`src/rtl/flash_pkg.sv`:
```
// Types and helpers shared by the flash read responder, its read master and their benches.
package flash_pkg;
  localparam int ADDR_W = 23;
  localparam int DATA_W = 32;
  localparam logic [ADDR_W-1:0] MAX_ADDR = 23'h7FFFF;

  typedef enum logic {IDLE, STALL} fsm_state_e;

  typedef struct packed {
    logic [ADDR_W-1:0] addr;
    logic [3:0]        be;
  } rd_req_t;

  // The MSB half-word carries a marker bit so the player can tell halves apart.
  function automatic logic [DATA_W-1:0] pattern_word(input logic [ADDR_W-1:0] a);
    return {1'b1, a[14:0], 1'b0, a[14:0]};
  endfunction

  function automatic logic [DATA_W-1:0] format_word(input rd_req_t req);
    logic [DATA_W-1:0] mask;
    mask = '0;
    for (int b = 0; b < 4; b++) mask[8*b +: 8] = {8{req.be[b]}};
    return (req.addr > MAX_ADDR) ? '0 : (pattern_word(req.addr) & mask);
  endfunction
endpackage

```
`src/rtl/flash_read_pipe.sv`:
```
// Fixed-latency response pipe; the last data stage only loads on a valid,
// so the returned word holds between pulses.
module flash_read_pipe
  import flash_pkg::*;
#(
  parameter int unsigned LAT = 3
) (
  input  logic              CLK50MHZ,
  input  logic              reset,
  input  logic              in_valid,
  input  logic [DATA_W-1:0] in_data,
  output logic              out_valid,
  output logic [DATA_W-1:0] out_data
);
  logic [LAT-1:0]             vld_pipe, vld_in;
  logic [LAT-1:0][DATA_W-1:0] dat_pipe, dat_in;

  always_comb begin
    vld_in    = '0;
    dat_in    = '0;
    vld_in[0] = in_valid;
    dat_in[0] = in_data;
    for (int i = 1; i < int'(LAT); i++) begin
      vld_in[i] = vld_pipe[i-1];
      dat_in[i] = dat_pipe[i-1];
    end
  end

  always_ff @(posedge CLK50MHZ or posedge reset) begin
    if (reset) begin
      vld_pipe <= '0;
      dat_pipe <= '0;
    end else begin
      vld_pipe <= vld_in;
      for (int i = 0; i < int'(LAT); i++)
        if (vld_in[i]) dat_pipe[i] <= dat_in[i];
    end
  end

  assign out_valid = vld_pipe[LAT-1];
  assign out_data  = dat_pipe[LAT-1];
endmodule

```
`src/rtl/flash_read_responder.sv`:
```
// Avalon-MM read responder standing in for the flash controller: programmable
// wait-request stall, pipelined fixed-latency reads, address-derived data.
module flash_read_responder
  import flash_pkg::*;
#(
  parameter int unsigned WAIT_CYCLES  = 2,
  parameter int unsigned READ_LATENCY = 3
) (
  input  logic              CLK50MHZ,
  input  logic              reset,
  input  logic              flash_mem_read,
  input  logic [ADDR_W-1:0] flash_mem_address,
  input  logic [3:0]        flash_mem_byteenable,
  output logic              flash_mem_waitrequest,
  output logic              flash_mem_readdatavalid,
  output logic [DATA_W-1:0] flash_mem_readdata,
  output logic [15:0]       read_count,
  output logic              addr_err,
  output logic              protocol_err
);
  localparam logic [3:0] WAIT_N = 4'(WAIT_CYCLES);

  fsm_state_e state, state_nxt;
  logic [3:0] wait_cnt, wait_cnt_nxt;
  logic       accept_now, drop_now;
  rd_req_t    req;

  assign req = '{addr: flash_mem_address, be: flash_mem_byteenable};

  always_comb begin
    state_nxt    = state;
    wait_cnt_nxt = wait_cnt;
    accept_now   = 1'b0;
    drop_now     = 1'b0;
    case (state)
      IDLE: if (flash_mem_read) begin
        if (WAIT_N == 4'd0) accept_now = 1'b1;
        else begin
          wait_cnt_nxt = 4'd1;
          state_nxt    = STALL;
        end
      end
      STALL: begin
        if (!flash_mem_read) begin
          // Master gave up mid-stall: nothing is transferred.
          drop_now     = 1'b1;
          wait_cnt_nxt = 4'd0;
          state_nxt    = IDLE;
        end else if (wait_cnt == WAIT_N) begin
          accept_now   = 1'b1;
          wait_cnt_nxt = 4'd0;
          state_nxt    = IDLE;
        end else begin
          wait_cnt_nxt = wait_cnt + 4'd1;
        end
      end
      default: state_nxt = IDLE;
    endcase
  end

  assign flash_mem_waitrequest = flash_mem_read & ~accept_now;

  always_ff @(posedge CLK50MHZ or posedge reset) begin
    if (reset) begin
      state        <= IDLE;
      wait_cnt     <= '0;
      read_count   <= '0;
      addr_err     <= 1'b0;
      protocol_err <= 1'b0;
    end else begin
      state    <= state_nxt;
      wait_cnt <= wait_cnt_nxt;
      if (accept_now) read_count <= read_count + 16'd1;
      if (accept_now && (req.addr > MAX_ADDR)) addr_err <= 1'b1;
      if (drop_now) protocol_err <= 1'b1;
    end
  end

  flash_read_pipe #(.LAT(READ_LATENCY)) u_pipe (
    .CLK50MHZ  (CLK50MHZ),
    .reset     (reset),
    .in_valid  (accept_now),
    .in_data   (format_word(req)),
    .out_valid (flash_mem_readdatavalid),
    .out_data  (flash_mem_readdata)
  );
endmodule

```
`config.mk`:
```
export PLATFORM = sky130hd
export DESIGN_NAME = flash_read_responder
export DESIGN_NICKNAME = d
export VERILOG_FILES = /design/src/rtl/flash_pkg.sv /design/src/rtl/flash_read_pipe.sv /design/src/rtl/flash_read_responder.sv
export SDC_FILE = /design/constraint.sdc
export NUM_CORES = 1
export LEC_CHECK = 0
export ABC_AREA = 1
export BUFFER_PORTS_ARGS = -buffer_cell sky130_fd_sc_hd__buf_2
export CORE_MARGIN = 2
export CORE_UTILIZATION = 44
export CTS_CLUSTER_SIZE = 30
export DETAILED_ROUTE_END_ITERATION = 8
export GPL_TIMING_DRIVEN = 0
export PLACE_DENSITY = 0.68
export SLEW_MARGIN = 25
export SYNTH_ARGS = -nofsm -noshare
export SYNTH_HDL_FRONTEND = slang
export SYNTH_SLANG_ARGS = --single-unit
```
`constraint.sdc`:
```
create_clock -name CLK50MHZ -period 3.55 [get_ports CLK50MHZ]
set_clock_uncertainty 0.1 [all_clocks]
set_input_delay 0.1775 -clock CLK50MHZ [delete_from_list [all_inputs] [get_ports CLK50MHZ]]
set_output_delay 0.1775 -clock CLK50MHZ [all_outputs]
set_load 0.02 [all_outputs]
```
==> flow_summary.yaml <==
run_status:
  outcome: "complete, no violations"
synthesis:
  yosysSeqAreaShare: 0.6209
  synth_nets: 505
  synth_edf_count: 0
  syn_area_per_cell_um2: 10.16
  ys_seq_elements: 119
  synthArstFlopShare: 1.000
  yosysMostFrequentCell: "dfrtp_1"
  ys_top_cells_by_count: "dfrtp_1 (119), nand2_1 (84), inv_1 (55), nor2_1 (55), a21oi_1 (33)"
  synth_top_flop_cell: "dfrtp_1"
  synth_top_area_frac: 0.6209
  synth_cell_type_count: 27
  ys_top_cells_by_area: "dfrtp_1 (62%), nand2_1 (6.6%), mux2_2 (6.3%), inv_1 (4.3%), nor2_1 (4.3%)"
  synthCells: 472
  synth_top_area_cell: "dfrtp_1"
  syn_area_um2: 4796
  yosysWarningCount: 0
floorplan:
  pin_count: 82
  die_w_um: 108.4
  dieArea_um2: 11750
  start_util: 0.4463
  coreArea_um2: 10750
  die_h_um: 108.4
  rows: 38
finish:
  area_growth_pct: 29.56
  final_cell_area_um2: 6213
  diodes: 0
  drive_gt1_frac: 0.2558
  fin_nets: 627
critical_path:
  start_kind: "flop"
  r2r_slack_ps: 1320
  r2r_end: "u_pipe.dat_in[52]"
  rr_startpoint: "wait_cnt[0]"
  cp.required_ps: 3270
  worstPathArrival_ps: 2190
  reg2reg_depth: 7
  end_kind: "output pin"
  path_max_fanout: 10
  critical_path_class: "flop to output pin"
routing:
  route.detailed.drc: 0
  drtIter0Drc: 190
  dr.pass1.iters: 5
  vias_per_cell: 4.873
  vias: 3635
  wl_um: 10670
  routedWlPerCell_um: 14.30
  drtAntennaViolNets: 0
timing:
  slew_headroom: 0.6349
  hold_violations: 0
  final_max_slew_viol_count: 0
  fin_crit_ps: 2463
  fin_crit_sh: 0.6938
  finalSetupViolCount: 0
  whs_ps: 60.01
  rsz0062_at_grt: "no"
  worst_pin_slew_ps: 547.7
  fin_ws_ps: 1087
  fmax_mhz: 406.0
place:
  post_dp_cell_area_um2: 5384
  post-place-ws_ps: 1621
  io_buffers: 76
  globalplace.congestion: 0.8304
  dpl.hpwl_um: 7037
clocking:
  cts_tree: "built"
  path_clk_slew_ps: 50
  cts-htree-levels: 4
  cts-root-buf: "clkbuf_8"
  clockBufferDepth: 2
  clock-sinks: 119
  cts_setup_buffers: 0
  numCtsBuffers: 17
  insertion_delay_ps: 520
min_path:
  hold_end: "addr_err"
  hp-start: "flash_mem_address[22]"
  min_path_type: "input pin to flop"
  hold_depth: 5
global_route:
  antenna_found_initial: 0
  grt_max_degree: 74
  grt_pass1_wl_um: 17840
  grt_overflow_total: 0
  grt_use_total: 0.2017
  first_global_vias: 3637
power:
  power.leakage_nw: 3.053
  power_density_nw_per_um2: 764.2
  irDropWorstVdd_mv: 0.3491
flow_run:
  maxCapViolations: 0
## kinds of logic after synthesis
family          count (synthesis)  synth area share
mux                            27           0.06340
simple gates                  161            0.1393
other cells                     1         0.0007819
fa+ha+maj                       3          0.007828
buf+inv                        74           0.06470
flops                         119            0.6209
compound gates                 78           0.08662
xor+xnor                        9           0.01644
## worst max path at each step
stage / cells past startpoint / slack (ps) / from / end
6_report: 8 / 1090 / wait_cnt[0] / flash_mem_waitrequest
5_1_grt: 8 / 920 / wait_cnt[0] / flash_mem_waitrequest
4_1_cts: 8 / 1040 / wait_cnt[0] / flash_mem_waitrequest
3_5_place_dp: 8 / 1620 / wait_cnt[0] / flash_mem_waitrequest
3_3_place_gp: 2 / -1100 / reset / u_pipe.out_data[16]
2_1_floorplan: 1 / 120 / reset / addr_err
## power breakdown
part	total, mW	switching (mW)	internal (mW)
sequential	2.09	0.242	1.85
combinational	1.03	0.631	0.403
clock	1.62	0.595	1.03
total	4.75	1.47	3.28
## critical path: stages (launching register included)
cell and delay [ps]:
dfrtp_1 420, inv_1 80, ha_1 220, nand3_1 130
nor2_2 270, buf_6 200, buf_6 160, nor2_1 40
buf_2 150
## routing by layer
metal  up-vias  part of all wire  GRT usage  routed length [um]
li1       1761                 -          -                   -
met5         -                 0          0                   0
met3        22             0.055    0.05485                 590
met1      1746              0.43     0.2540                4614
met4         0             0.023    0.09158                 243
met2       106              0.49     0.3254                5218
## what timing repair did
action                    4_1_cts  5_1_grt
gates resized for setup         0        0
hold endpoints to repair       83        0
hold buffers                   26        0
## state kept, by name (all words and copies together) (netlist names)
name / flops
u_pipe.dat_in: 62
read_count: 16
state: 1
u_pipe.vld_pipe: 3
u_pipe.out_data: 31
addr_err: 1
protocol_err: 1
wait_cnt: 4
## cell type report
class                   count  area, um^2
fillers                   938        4532
flip-flops and latches    119        2978
multi-input cells         279        1508
repair buffers            103       668.1
clock buffers              19       441.7
inverters                  56       215.2
well taps                 140       175.2
clock inverters            12       127.6
plain buffers              18       100.1
## metrics by stage
step	total power, mW	util	setup TNS, ps	instances
after detailed placement	3.111	0.5010	0	689
after floorplan	2.757	-	0	472
after global routing	5.039	0.5782	0	746
after global placement	3.060	0.4980	-130570	688
final	4.748	0.5782	0	746
after CTS	4.781	0.5782	0	746
## placed cells by master, fill, tap and decap left out, drive strengths merged
cell	n
dfrtp	119
buf	87
nand2	84
nor2	60
inv	57
a21oi	34
o21ai	29
mux2	27
clkbuf	27
dlygate4sd3	26
o22ai	13
nand3	9
nand4	7
xor2	5
clkinv	5
xnor2	4
clkinvlp	4
ha	3
bufinv	2
or2	1
a21o	1
o21bai	1
conb	1
No activity file was read; power rests on OpenSTA's default activity.
